`config.mk`:
```
export PLATFORM = sky130hd
export DESIGN_NAME = mem_io_bridge
export DESIGN_NICKNAME = d
export VERILOG_FILES = /design/src/rtl/mem_io_bridge.sv
export SDC_FILE = /design/constraint.sdc
export NUM_CORES = 1
export LEC_CHECK = 0
export CAP_MARGIN = 20
export CORE_MARGIN = 3
export CORE_UTILIZATION = 45
export CTS_BUF_LIST = sky130_fd_sc_hd__clkbuf_2 sky130_fd_sc_hd__clkbuf_4 sky130_fd_sc_hd__clkbuf_8
export DETAILED_ROUTE_END_ITERATION = 10
export PLACE_DENSITY = 0.75
export SYNTH_ARGS = -nofsm -noshare
export SYNTH_HDL_FRONTEND = slang
export SYNTH_SLANG_ARGS = --single-unit
```
`constraint.sdc`:
```
create_clock -name clk -period 6.65 [get_ports clk]
set_input_delay 0.665 -clock clk [delete_from_list [all_inputs] [get_ports clk]]
set_output_delay 0.665 -clock clk [all_outputs]
set_load 0.02 [all_outputs]
```
`src/rtl/mem_io_bridge.sv`:
```
// Memory-side bridge behind the CPU core: decodes a 9-bit word address space
// into external RAM, an LED register, synchronised switches and a prescaled timer.
module mem_io_bridge #(
  parameter int unsigned PRESCALE       = 50,
  parameter int unsigned RAM_DEPTH_LOG2 = 8
) (
  input  logic                      clk,
  input  logic                      reset,
  input  logic [1:0]                mem_cmd,
  input  logic [8:0]                mem_addr,
  input  logic [15:0]               write_data,
  output logic [15:0]               read_data,
  output logic                      ram_write,
  output logic [RAM_DEPTH_LOG2-1:0] ram_addr,
  output logic [15:0]               ram_din,
  input  logic [15:0]               ram_dout,
  input  logic [7:0]                SW,
  output logic [7:0]                LEDR,
  output logic                      timer_irq,
  output logic                      bus_err
);

  localparam int unsigned PW = (PRESCALE > 1) ? $clog2(PRESCALE) : 1;
  localparam logic [PW-1:0] PRESC_MAX = PW'(PRESCALE - 1);

  localparam logic [8:0] ADDR_LED    = 9'h100;
  localparam logic [8:0] ADDR_SW     = 9'h140;
  localparam logic [8:0] ADDR_TCOUNT = 9'h180;
  localparam logic [8:0] ADDR_TCTRL  = 9'h181;
  localparam logic [8:0] ADDR_TCMP   = 9'h182;
  localparam logic [8:0] ADDR_TSTAT  = 9'h183;

  logic          is_read, is_write;
  logic          sel_ram, sel_led, sel_sw, sel_tcount, sel_tctrl, sel_tcmp, sel_tstat;
  logic          mapped, read_only, err_c;
  logic          tick, clr_strobe, match_set, match_clr;
  logic [15:0]   count_inc;

  logic [7:0]    sw_meta, sw_sync;
  logic [PW-1:0] prescaler;
  logic [15:0]   count, compare;
  logic          en, irq_en, match;

  // Address decode and error detection for the current bus command
  always_comb begin
    is_read    = (mem_cmd == 2'b01);
    is_write   = (mem_cmd == 2'b10);
    sel_ram    = ~mem_addr[8];
    sel_led    = (mem_addr == ADDR_LED);
    sel_sw     = (mem_addr == ADDR_SW);
    sel_tcount = (mem_addr == ADDR_TCOUNT);
    sel_tctrl  = (mem_addr == ADDR_TCTRL);
    sel_tcmp   = (mem_addr == ADDR_TCMP);
    sel_tstat  = (mem_addr == ADDR_TSTAT);
    mapped     = sel_ram | sel_led | sel_sw | sel_tcount | sel_tctrl | sel_tcmp | sel_tstat;
    read_only  = sel_sw | sel_tcount | sel_tstat;
    err_c      = (mem_cmd == 2'b11) | ((is_read | is_write) & ~mapped) | (is_write & read_only);
  end

  assign ram_write = is_write & sel_ram & ~reset;
  assign ram_addr  = mem_addr[RAM_DEPTH_LOG2-1:0];
  assign ram_din   = write_data;
  assign timer_irq = match & irq_en;

  // Combinational load path; LED is write-only and reads back as zero
  always_comb begin
    read_data = 16'h0000;
    if (is_read) begin
      if (sel_ram)         read_data = ram_dout;
      else if (sel_sw)     read_data = {8'h00, sw_sync};
      else if (sel_tcount) read_data = count;
      else if (sel_tctrl)  read_data = {13'b0, irq_en, 1'b0, en};
      else if (sel_tcmp)   read_data = compare;
      else if (sel_tstat)  read_data = {15'b0, match};
    end
  end

  // Clear strobe overrides a coincident tick, so it also suppresses match
  always_comb begin
    tick       = en & (prescaler == PRESC_MAX);
    clr_strobe = is_write & sel_tctrl & write_data[1];
    count_inc  = count + 16'd1;
    match_set  = tick & ~clr_strobe & (count_inc == compare);
    match_clr  = is_read & sel_tstat;
  end

  always_ff @(posedge clk or posedge reset) begin
    if (reset) begin
      sw_meta <= 8'h00;
      sw_sync <= 8'h00;
    end else begin
      sw_meta <= SW;
      sw_sync <= sw_meta;
    end
  end

  always_ff @(posedge clk or posedge reset) begin
    if (reset) begin
      LEDR    <= 8'h00;
      bus_err <= 1'b0;
    end else begin
      if (is_write & sel_led) LEDR <= write_data[7:0];
      if (err_c) bus_err <= 1'b1;
    end
  end

  always_ff @(posedge clk or posedge reset) begin
    if (reset) begin
      prescaler <= '0;
      count     <= 16'h0000;
      en        <= 1'b0;
      irq_en    <= 1'b0;
      compare   <= 16'hFFFF;
      match     <= 1'b0;
    end else begin
      if (clr_strobe) begin
        prescaler <= '0;
        count     <= 16'h0000;
      end else if (tick) begin
        prescaler <= '0;
        count     <= count_inc;
      end else if (en) begin
        prescaler <= prescaler + PW'(1);
      end
      if (is_write & sel_tctrl) begin
        en     <= write_data[0];
        irq_en <= write_data[2];
      end
      if (is_write & sel_tcmp) compare <= write_data;
      if (match_set)      match <= 1'b1;
      else if (match_clr) match <= 1'b0;
    end
  end

endmodule

```
-- Word level (Yosys, flattened, before mapping)
Index checks and enable logic that the tools add are counted.
- equal/unequal tests: 11
- bitwise gates (word level): 28
- $add $sub $neg: 2
- multiplexer cells: 14
- reduce and logical (&&, ||, !) cells: 3
- operators with widths (operator ; number):
    16-bit two-way mux ; 8
    9-bit equality test (second input constant) ; 6
    6-bit two-way mux ; 3
    16-bit by 1-bit adder with 16-bit output (second input constant) ; 1
    16-bit equality test ; 1
    1-bit AND ; 13
    1-bit OR ; 11
    6-bit by 1-bit adder with 6-bit output (second input constant) ; 1
    6-bit equality test (second input constant) ; 1
    2-bit equality test (second input constant) ; 2
    1-bit NOT ; 4
    2-bit nonzero test ; 2
    1-bit two-way mux ; 3
    3-bit nonzero test ; 1
    2-bit by 1-bit equality test with 1-bit output (second input constant) ; 1
- register bits after elaboration: 66
- bits of input ports: 53
- logic and storage cells: 68
- output and inout port bits: 51

-- Depth between registers and ports, before layout
Gate-level depths: netlist of run 1.
- word-level depth: 11
- mapped depth: 8

-- Least setup slack after synthesis of run 1
Ideal clock, no wire load.
- path type: input port to output port
- start: input mem_addr[5]
- end: output read_data[6]
- arrival: 2404 ps
- path slack: 3581 ps
- cell stages on the path: 7
- data required time: 5985 ps
- buffers on the path: 1
- path through: or3_1 nor4_2 nand2_1 nor2_2 buf_2 nand2_1 a21boi_0
- cells in the longest elaborated chain, start to end: 7
- elaborated cells on any way between the ends: 10
- ends and longest elaborated chain (what ; RTL line ; source):
    start: declaration ; 10 ; input logic [8:0] mem_addr,
    9-bit equality test ; 53 ; sel_tcmp = (mem_addr == ADDR_TCMP);
    16-bit two-way mux ; 73 ; else if (sel_tcmp) read_data = compare;
    16-bit two-way mux ; 72 ; else if (sel_tctrl) read_data = {13'b0, irq_en, 1'b0, en};
    16-bit two-way mux ; 71 ; else if (sel_tcount) read_data = count;
    16-bit two-way mux * ; 70 ; else if (sel_sw) read_data = {8'h00, sw_sync};
    16-bit two-way mux * ; 69 ; if (sel_ram) read_data = ram_dout;
    16-bit two-way mux * ; 68 ; if (is_read) begin
    end: declaration ; 12 ; output logic [15:0] read_data,
Mark *: on every way between the ends. The rest lies on a longest branch, timed or not.

-- Final worst setup path of run 1
Same ends and word-level chain as after synthesis.

==> results of run 1 <==
## registers in the layout, summed over array words and instances, names as in the netlist
| name | flops |
|---|---|
| LEDR | 8 |
| bus_err | 1 |
| compare | 16 |
| count | 16 |
| en | 1 |
| irq_en | 1 |
| match | 1 |
| prescaler | 6 |
| sw_meta | 8 |
| sw_sync | 8 |
## power by group
group | switching (mW) | internal, mW | total, mW
Combinational | 0.0796 | 0.0868 | 0.166
Sequential | 0.0228 | 0.425 | 0.448
Clock | 0.164 | 0.222 | 0.386
## Yosys cell counts (7+ instances only)
master,instances
sky130_fd_sc_hd__a22o_1,14
sky130_fd_sc_hd__buf_4,27
sky130_fd_sc_hd__inv_1,9
sky130_fd_sc_hd__nand3_1,9
sky130_fd_sc_hd__nor2_1,33
sky130_fd_sc_hd__mux2_2,26
sky130_fd_sc_hd__nand2_1,19
sky130_fd_sc_hd__a21boi_0,7
sky130_fd_sc_hd__buf_2,7
sky130_fd_sc_hd__nand4_1,10
sky130_fd_sc_hd__nor2b_1,12
sky130_fd_sc_hd__o21ai_0,12
sky130_fd_sc_hd__xnor2_1,12
sky130_fd_sc_hd__clkbuf_1,9
sky130_fd_sc_hd__xor2_1,20
sky130_fd_sc_hd__dfstp_2,16
sky130_fd_sc_hd__a21oi_1,23
sky130_fd_sc_hd__dfrtp_1,50
sky130_fd_sc_hd__nor3_1,8
## metrics by stage
stage,hold WS [ns],utilization (%)
after floorplan,0.331,-
after global placement,0.332,57.7
after detailed placement,0.336,57.7
after CTS,0.350,60.4
after global routing,0.354,60.4
final,0.351,60.4
## final timing paths
check	slack [ns]	endpoint
worst min register to register	0.35	sw_sync[4]
worst max register to register	4.15	match
max in group asynchronous	5.21	sw_meta[2]
worst max-delay path	2.33	read_data[6]
min in group asynchronous	0.89	LEDR[1]
worst min-delay path	0.35	sw_sync[4]
## critical path, cell delays in order
cell	delay, ns
sky130_fd_sc_hd__clkdlybuf4s50_1	0.46
sky130_fd_sc_hd__or3_1	0.43
sky130_fd_sc_hd__nor4_2	0.32
sky130_fd_sc_hd__nand2_1	0.17
sky130_fd_sc_hd__nor2_2	0.58
sky130_fd_sc_hd__nand2_1	0.13
sky130_fd_sc_hd__a21boi_0	0.24
sky130_fd_sc_hd__clkdlybuf4s50_1	0.65
## logic make-up (layout without fill, tap and decap cells)
family | after synthesis | in the layout
muxes | 27 | 27
xor gates and xnor gates | 32 | 32
buffers and inverters | 54 | 131
and+or+nand+nor | 128 | 128
AOI/OAI and AO/OA | 79 | 79
adders and majority gates | 6 | 6
DFF | 66 | 66
## per-layer routing
metal | routed length (um) | global-route usage [%]
met1 | 4410 | 28.9
met2 | 5000 | 33.7
met3 | 572 | 5.24
met4 | 192 | 7.88
met5 | 0 | 0
## layout make-up
type	instances	area, um2	share of cell area [%]
repair buffers	106	1050	21.0
inverters	9	33.8	0.674
well taps	105	131	2.62
clock buffers	10	138	2.74
multi-input cells	272	1900	37.8
flip-flops and latches	66	1670	33.3
clock inverters	6	90.1	1.80
==> reports/qor.txt, run 1 <==
MIN PATH
-------------------------------------------------------------------------------------
Cell count of the worst hold path                                                   0
Worst hold path class                                                      reg -> reg
Hold path start                                                            sw_meta[4]

POWER
-------------------------------------------------------------------------------------
Leakage                                                                       1.98 nW
Pwr Total                                                                     1.00 mW
Cell Pwr Density                                                           199 mW/mm2
Worst IR Drop VDD                                                              190 uV

CLOCKING
-------------------------------------------------------------------------------------
Inserted Clock Buffers                                                              9
Post-CTS repair timing setup buffer count                                           0
Buffer cell driving the clock tree root                                  sky130_fd_sc_hd__clkbuf_8
Buffer levels on the longest clock path                                             2
H-tree Lvls                                                                         3
Count of hold-fix buffers inserted at cts                                           0
Clock transition at the registers of the reported paths                       0.08 ns
Skew-Pair Late Insertion Delay                                                0.35 ns
Post_cts resized                                                                    0
CTS tree                                                                        built
Total clock sinks                                                                  66

DIE
-------------------------------------------------------------------------------------
Floorplan row count                                                                33
Height of the die                                                             98.9 um
X dimension of the die                                                        98.9 um
Die area                                                                  0.00978 mm2
Area of the placeable core                                                0.00830 mm2
Starting density of the core                                                    46.8%
Number of I/O pins                                                                104

DRT
-------------------------------------------------------------------------------------
First-pass DRT Iterations                                                           5
WL/cell                                                                       17.7 um
Count of unresolved DRC violations after routing                                    0
Mean number of vias per cell                                                     5.65
Number of nets still failing antenna checks after routing                           0
Sum of routed wire length over all layers                                   10,200 um
Total via count after detailed routing                                          3,241
Iter 0 DRT Violations                                                             260

SYNTHESIS
-------------------------------------------------------------------------------------
Post-synthesis adder-cell area fraction                                         1.93%
Share of synthesized area spent on multiplexers                                 7.80%
Cell area after technology mapping                                        0.00388 mm2
Commonest register cell after synthesis                                  sky130_fd_sc_hd__dfrtp_1
Xor/xnor cell area share of the yosys netlist                                   7.22%
Dominant cell type by area after synthesis                               sky130_fd_sc_hd__dfrtp_1
Yosys reg bits                                                                     66
Warning count from the yosys run                                                    0
Synthesized area per cell                                                    9.91 um2
Leading post-synthesis cells by cell area                                sky130_fd_sc_hd__dfrtp_1 (32%), sky130_fd_sc_hd__dfstp_2 (11%), sky130_fd_sc_hd__mux2_2 (7.5%)
Largest family of logic cells by synthesized area                        simple AND/OR/NAND/NOR gates
Part of the Yosys area used for sequential elements                             43.0%
Number of enable flip-flop cells after synthesis                                    0
Count of different cell masters after synthesis                                    50
Async SR Flop Fraction                                                           100%
Number of nets produced by synthesis                                              451
Fraction of the mapped netlist area in compound gates                           13.7%
Gate count after technology mapping                                               392
Post-synthesis share of cell area spent on and, or, nand and nor gates          18.2%
Share of the synthesized area in the top cell type                              32.2%

PLACEMENT
-------------------------------------------------------------------------------------
Worst Setup Slack post-DPL                                                    2.34 ns
Detailed-placement wirelength estimate                                        7560 um
Final weighted congestion in routability-driven placement                       0.939
Placed cell areas                                                         0.00479 mm2
Total instance count after detailed placement                                     558
Count of buffers inserted at the top-level ports                                  103

CRITICAL PATH
-------------------------------------------------------------------------------------
Critical Path RT                                                              5.98 ns
CP Launch Point                                                           mem_addr[5]
Critical Setup Path Class                                                   in -> out
Arrival time worst endpoint                                                   3.65 ns
Kind of end point of the critical path                                    output port
Reg-to-reg critical path startpoint                                          count[0]
Worst reg2reg path depth                                                            7
Startpoint class of the critical path                                    primary input
CP Max Fanout                                                                      15

TIMING
-------------------------------------------------------------------------------------
Pin slew with the least headroom to its limit                                0.816 ns
Achievable Freq                                                               231 MHz
Final Max Slew Viols                                                                0
RSZ-0062 raised after global routing                                               no
Max-slew headroom                                                               45.6%
Share of the clock period used by the worst path                                65.0%
Final setup skew                                                            0.0103 ns
Fin crit period                                                               4.32 ns
Final worst setup slack                                                       2.33 ns
Final TNS setup                                                                  0 ns
Final Hold Violating Endpoints                                                      0
Final-report setup violation count                                                  0

LAYOUT
-------------------------------------------------------------------------------------
Highest-count cells in the layout ignoring fill and taps                 sky130_fd_sc_hd__clkdlybuf4s50_1 (103), sky130_fd_sc_hd__dfrtp_1 (50), sky130_fd_sc_hd__nor2_1 (33)
Non-filler cells in the finished layout                                           574
Layout overhead on the synthesized area                                         29.1%
Filler Cells Inserted                                                             709
Final-stage net count                                                             523
Post-Layout Inst Area                                                     0.00501 mm2
Ant diodes                                                                          0
Fraction of layout cells with a size suffix above 1                             15.8%
Commonest non-fill, non-tap cell in the layout                           sky130_fd_sc_hd__clkdlybuf4s50_1

GLOBAL ROUTING
-------------------------------------------------------------------------------------
Global-route wire length before repair                                      16,700 um
Largest net degree at the start of global routing                                  67
GR Overflow Total                                                                   0
Vias in the first global route                                                  3,267
Antenna violations before repair                                                    0
Global Route Usage Sum                                                          21.5%

JOB
-------------------------------------------------------------------------------------
Max-Cap Viols                                                                       0

OUTCOME
-------------------------------------------------------------------------------------
Run status                                                                  completed

Power figures use the tool's default switching activity.
==> run 2: changes to the inputs <==
PLACE_DENSITY = 0.78   (was 0.75)
clock period = 3.6 ns   (was 6.65 ns; I/O delays follow)
==> reports/qor.txt, run 2 (synthesized netlist as in run 1, its figures left out) <==
DIE
------------------------------------------------------------------------
Area of the placeable core                                   0.00830 mm2   unchanged
Die area                                                     0.00978 mm2   unchanged
Floorplan row count                                                   33   unchanged
Starting density of the core                                       46.8%   unchanged
Number of I/O pins                                                   104   unchanged
X dimension of the die                                           98.9 um   unchanged
Height of the die                                                98.9 um   unchanged

CLOCKING
------------------------------------------------------------------------
Total clock sinks                                                     66   unchanged
Inserted Clock Buffers                                                 9   unchanged
Buffer cell driving the clock tree root                     sky130_fd_sc_hd__clkbuf_8   unchanged
H-tree Lvls                                                            3   unchanged
Post-CTS repair timing setup buffer count                              0   unchanged
CTS tree                                                           built   unchanged
Clock transition at the registers of the reported paths          0.07 ns   was 0.08 ns
Buffer levels on the longest clock path                                2   unchanged
Skew-Pair Late Insertion Delay                                   0.35 ns   about the same

TIMING
------------------------------------------------------------------------
Final Max Slew Viols                                                   0   unchanged
Final Hold Violating Endpoints                                         0   unchanged
RSZ-0062 raised after global routing                                  no   unchanged
Share of the clock period used by the worst path                   94.8%
Fin crit period                                                  3.41 ns
Final setup skew                                              0.00839 ns   was 0.0103 ns
Max-slew headroom                                                  54.6%   was 45.6%
Final-report setup violation count                                     0   unchanged
Pin slew with the least headroom to its limit                   0.679 ns   was 0.816 ns
Achievable Freq                                                  293 MHz
Final TNS setup                                                     0 ns   unchanged

JOB
------------------------------------------------------------------------
Max-Cap Viols                                                          0   unchanged

DRT
------------------------------------------------------------------------
Sum of routed wire length over all layers                      10,400 um   was 10,200 um
Iter 0 DRT Violations                                                178   was 260
Total via count after detailed routing                             3,227   was 3,241
Mean number of vias per cell                                        5.55   was 5.65
First-pass DRT Iterations                                              4   was 5
WL/cell                                                          17.9 um   was 17.7 um
Number of nets still failing antenna checks after routing              0   unchanged
Count of unresolved DRC violations after routing                       0   unchanged

PLACEMENT
------------------------------------------------------------------------
Detailed-placement wirelength estimate                           8070 um   was 7560 um
Final weighted congestion in routability-driven placement           1.00   was 0.939
Count of buffers inserted at the top-level ports                     103   unchanged

CRITICAL PATH
------------------------------------------------------------------------
Kind of end point of the critical path                       output port   unchanged
Critical Setup Path Class                                      in -> out   unchanged
Critical Path RT                                                 3.24 ns   was 5.98 ns
Startpoint class of the critical path                       primary input   unchanged
Arrival time worst endpoint                                      3.05 ns   was 3.65 ns
CP Launch Point                                              mem_addr[5]   unchanged
CP Max Fanout                                                          7   was 15
Reg-to-reg critical path startpoint                             count[0]   unchanged

POWER
------------------------------------------------------------------------
Leakage                                                          2.03 nW   was 1.98 nW
Cell Pwr Density                                              375 mW/mm2   was 199 mW/mm2
Worst IR Drop VDD                                                 345 uV   was 190 uV

MIN PATH
------------------------------------------------------------------------
Hold path start                                               sw_meta[4]   unchanged
Worst hold path class                                         reg -> reg   unchanged

GLOBAL ROUTING
------------------------------------------------------------------------
Global-route wire length before repair                         16,900 um   was 16,700 um
Antenna violations before repair                                       0   unchanged
Global Route Usage Sum                                             21.7%   was 21.5%
Largest net degree at the start of global routing                     35   was 67
GR Overflow Total                                                      0   unchanged
Vias in the first global route                                     3,299   was 3,267

LAYOUT
------------------------------------------------------------------------
Commonest non-fill, non-tap cell in the layout              sky130_fd_sc_hd__clkdlybuf4s50_1   unchanged
Highest-count cells in the layout ignoring fill and taps    sky130_fd_sc_hd__clkdlybuf4s50_1 (103), sky130_fd_sc_hd__dfrtp_1 (50), sky130_fd_sc_hd__nor2_1 (33)   unchanged
Final-stage net count                                                530   was 523
Fraction of layout cells with a size suffix above 1                17.0%   was 15.8%
Final design utilization                                           61.3%   was 60.4%
Layout overhead on the synthesized area                            31.1%   was 29.1%
Biggest regs                                                compare x16, count x16   unchanged
Ant diodes                                                             0   unchanged
Filler Cells Inserted                                                693   was 709

OUTCOME
------------------------------------------------------------------------
Run status                                                     completed   unchanged

[run 2: changes by cell type in the layout (fill, tap and decap cells not counted), sizes merged]
cell    before  now
bufinv       2    3
buf          3   10
clkinv       3    2
[run 2: cell type report]
type / count / area (um2) / area share, %
inverter: 9 / 33.8 / 0.664
clock inverter: 6 / 115 / 2.26
timing repair buffer: 113 / 1110 / 21.7
multi-input combinational: 272 / 1900 / 37.4
clock buffer: 10 / 131 / 2.58
sequential: 66 / 1670 / 32.8
tap: 105 / 131 / 2.58
[run 2: per-stage QoR]
step                power [mW]  instance area (um2)  cells  hold slack [ns]  worst slack [ns]
floorplan                 1.02                 3880    392            0.331              1.14
global placement          1.14                 4840    565            0.333             0.260
detailed placement        1.16                 4840    565            0.336             0.195
CTS                       1.92                 5090    581            0.352             0.175
global route              1.99                 5090    581            0.362            0.0247
finish                    1.91                 5090    581            0.349             0.187
[run 2: final timing paths]
check | to | slack (ns) | cells after the start
min in group asynchronous | irq_en | 0.46 | 2
max | read_data[3] | 0.19 | 9
min reg2reg | sw_sync[4] | 0.35 | 0
max in group asynchronous | compare[6] | 2.37 | 3
min | sw_sync[4] | 0.35 | 0
max reg2reg | match | 1.16 | 7
[run 2: where the power goes]
part | switching (mW) | internal [mW]
sequential | 0.0459 | 0.786
combinational | 0.150 | 0.163
clock | 0.295 | 0.470
total | 0.491 | 1.42
[run 2: repair_timing]
item | 4_1_cts | 5_1_grt
setup endpoints to repair | 0 | 7
hold buffers | 0 | 0
hold endpoints to repair | 0 | 0
resized for setup | 0 | 1
[run 2: per-layer routing]
| metal | track usage, % | wire, um |
|---|---|---|
| met3 | 4.53 | 638 |
| met2 | 34.1 | 5000 |
| met1 | 30.3 | 4630 |
| met4 | 6.09 | 148 |
| met5 | 0 | 0 |
[run 2: critical path, cell delays in order]
cell and delay [ns]:
sky130_fd_sc_hd__clkdlybuf4s50_1 0.45, sky130_fd_sc_hd__or3_1 0.41, sky130_fd_sc_hd__nor4_2 0.29, sky130_fd_sc_hd__nand2_1 0.20
sky130_fd_sc_hd__nor2_1 0.15, sky130_fd_sc_hd__buf_4 0.16, sky130_fd_sc_hd__a21oi_1 0.07, sky130_fd_sc_hd__a21boi_0 0.28
sky130_fd_sc_hd__clkdlybuf4s50_1 0.67
==> run 3: changes to the inputs <==
CELL_PAD_IN_SITES_DETAIL_PLACEMENT = 1   (was unset)
CELL_PAD_IN_SITES_GLOBAL_PLACEMENT = 2   (was unset)
CORE_UTILIZATION = 28   (was 45)
PLACE_DENSITY = unset   (was 0.78)
PLACE_DENSITY_LB_ADDON = 0.1   (was unset)
==> reports/qor.txt, run 3 (synthesized netlist as in run 1, its figures left out) <==
OUTCOME
------------------------------------------------------------------------
Run status                                                     completed   unchanged

PLACEMENT
------------------------------------------------------------------------
Final weighted congestion in routability-driven placement          0.816   was 1.00
Count of buffers inserted at the top-level ports                     103   unchanged
Placed cell areas                                            0.00493 mm2   was 0.00484 mm2
Detailed-placement wirelength estimate                           9340 um   was 8070 um

GLOBAL ROUTING
------------------------------------------------------------------------
Global-route wire length before repair                         19,100 um   was 16,900 um
GR Overflow Total                                                      0   unchanged
Vias in the first global route                                     3,330   was 3,299
Antenna violations before repair                                       0   unchanged
Global Route Usage Sum                                             16.4%   was 21.7%
Largest net degree at the start of global routing                     30   was 35

MIN PATH
------------------------------------------------------------------------
Worst hold path class                                         reg -> reg   unchanged

TIMING
------------------------------------------------------------------------
Fin crit period                                                  3.31 ns   was 3.41 ns
Pin slew with the least headroom to its limit                   0.721 ns   was 0.679 ns
RSZ-0062 raised after global routing                                  no   unchanged
Final TNS setup                                                     0 ns   unchanged
Share of the clock period used by the worst path                   92.0%   was 94.8%
Final Max Slew Viols                                                   0   unchanged
Max-slew headroom                                                  51.8%   was 54.6%
Final-report setup violation count                                     0   unchanged
Achievable Freq                                                  302 MHz   was 293 MHz
Final setup skew                                              0.00497 ns   was 0.00839 ns
Final Hold Violating Endpoints                                         0   unchanged

POWER
------------------------------------------------------------------------
Leakage                                                          2.01 nW   was 2.03 nW
Cell Pwr Density                                              348 mW/mm2   was 375 mW/mm2
Worst IR Drop VDD                                                 227 uV   was 345 uV

LAYOUT
------------------------------------------------------------------------
Ant diodes                                                             0   unchanged
Commonest non-fill, non-tap cell in the layout              sky130_fd_sc_hd__clkdlybuf4s50_1   unchanged
Highest-count cells in the layout ignoring fill and taps    sky130_fd_sc_hd__clkdlybuf4s50_1 (103), sky130_fd_sc_hd__dfrtp_1 (50), sky130_fd_sc_hd__nor2_1 (33)   unchanged
Sequential Area                                              0.00167 mm2   unchanged
Fraction of layout cells with a size suffix above 1                17.0%   unchanged
Final-stage net count                                                530   unchanged
Biggest regs                                                compare x16, count x16   unchanged
Filler Cells Inserted                                              1,522   was 693
Multi-input combinational cell area                          0.00190 mm2   about the same
Layout overhead on the synthesized area                            32.1%   was 31.1%
Post-Layout Inst Area                                        0.00513 mm2   was 0.00509 mm2
Final design utilization                                           38.3%   was 61.3%

DRT
------------------------------------------------------------------------
Iter 0 DRT Violations                                                174   was 178
WL/cell                                                          18.2 um   was 17.9 um
Count of unresolved DRC violations after routing                       0   unchanged
Mean number of vias per cell                                        4.89   was 5.55
Sum of routed wire length over all layers                      11,900 um   was 10,400 um
First-pass DRT Iterations                                              4   unchanged
Number of nets still failing antenna checks after routing              0   unchanged
Total via count after detailed routing                             3,186   was 3,227

CLOCKING
------------------------------------------------------------------------
Post-CTS repair timing setup buffer count                              0   unchanged
Total clock sinks                                                     66   unchanged
Skew-Pair Late Insertion Delay                                   0.36 ns   was 0.35 ns
Post_cts resized                                                       0   unchanged
Buffer cell driving the clock tree root                     sky130_fd_sc_hd__clkbuf_8   unchanged
H-tree Lvls                                                            3   unchanged
Buffer levels on the longest clock path                                2   unchanged
CTS tree                                                           built   unchanged
Count of hold-fix buffers inserted at cts                              0   unchanged
Inserted Clock Buffers                                                 9   unchanged
Clock transition at the registers of the reported paths          0.08 ns   was 0.07 ns

CRITICAL PATH
------------------------------------------------------------------------
Kind of end point of the critical path                       output port   unchanged
Arrival time worst endpoint                                      2.95 ns   was 3.05 ns
CP Max Fanout                                                         15   was 7
Critical Path RT                                                 3.24 ns   about the same
Startpoint class of the critical path                       primary input   unchanged
Critical Setup Path Class                                      in -> out   unchanged

DIE
------------------------------------------------------------------------
Number of I/O pins                                                   104   unchanged
Height of the die                                                 124 um   was 98.9 um
Die area                                                      0.0153 mm2   was 0.00978 mm2
Floorplan row count                                                   42   was 33
Area of the placeable core                                    0.0134 mm2   was 0.00830 mm2
Starting density of the core                                       29.0%   was 46.8%
X dimension of the die                                            124 um   was 98.9 um

JOB
------------------------------------------------------------------------
Max-Cap Viols                                                          0   unchanged

run 3: cell types whose count changed in the layout (fill, tap and decap cells not counted), sizes merged:
| cell | previous run | this run |
|---|---|---|
| inv | 9 | 10 |
| clkinv | 2 | 3 |
| bufinv | 3 | 1 |
run 3: report_power, final:
| group | switching (mW) | leakage, nW | internal [mW] | total, mW |
|---|---|---|---|---|
| combinational | 0.153 | 1.19 | 0.163 | 0.316 |
| clock | 0.302 | 0.103 | 0.339 | 0.642 |
| sequential | 0.0430 | 0.714 | 0.786 | 0.829 |
| total | 0.499 | 2.01 | 1.29 | 1.79 |
run 3: area by class of cell:
class	count	area share, %
tap	176	4.29
sequential	66	32.6
clock buffer	10	2.68
multi-input combinational	272	37.0
inverter	9	0.658
clock inverter	6	1.27
timing repair buffer	113	21.6
run 3: path summary, 6_finish.rpt:
kind | from | endpoint | slack [ns] | cells after the start
min in group asynchronous | reset | bus_err | 0.37 | 2
worst max register to register | count[0] | match | 1.10 | 7
max in group asynchronous | reset | compare[2] | 2.43 | 3
worst min-delay path | sw_meta[0] | sw_sync[0] | 0.35 | 0
worst max-delay path | mem_addr[5] | read_data[4] | 0.29 | 9
worst min register to register | sw_meta[0] | sw_sync[0] | 0.35 | 0
run 3: critical path, cell delays in order:
cell and delay (ns):
sky130_fd_sc_hd__clkdlybuf4s50_1 0.48, sky130_fd_sc_hd__or3_1 0.43, sky130_fd_sc_hd__nor4_2 0.20, sky130_fd_sc_hd__nand2_1 0.14
sky130_fd_sc_hd__nor2_2 0.09, sky130_fd_sc_hd__buf_4 0.22, sky130_fd_sc_hd__nand2_1 0.08, sky130_fd_sc_hd__a21boi_0 0.28
sky130_fd_sc_hd__clkdlybuf4s50_1 0.67
run 3: metrics by stage:
step / hold WS (ns) / power, mW / cells / worst slack, ns
floorplan: 0.331 / 1.02 / 392 / 1.14
global placement: 0.335 / 1.16 / 636 / 0.328
finish: 0.354 / 1.79 / 652 / 0.288
CTS: 0.355 / 1.82 / 652 / 0.272
global route: 0.363 / 1.90 / 652 / 0.168
detailed placement: 0.336 / 1.16 / 636 / 0.276
run 3: per-layer routing:
layer | up-vias | GRT usage (%) | part of all wire [%]
li1 | 1528 | - | -
met1 | 1583 | 23.2 | 48
met4 | 0 | 4.71 | 1.3
met5 | - | 0 | 0
met3 | 12 | 5.22 | 4.9
met2 | 63 | 24.1 | 45
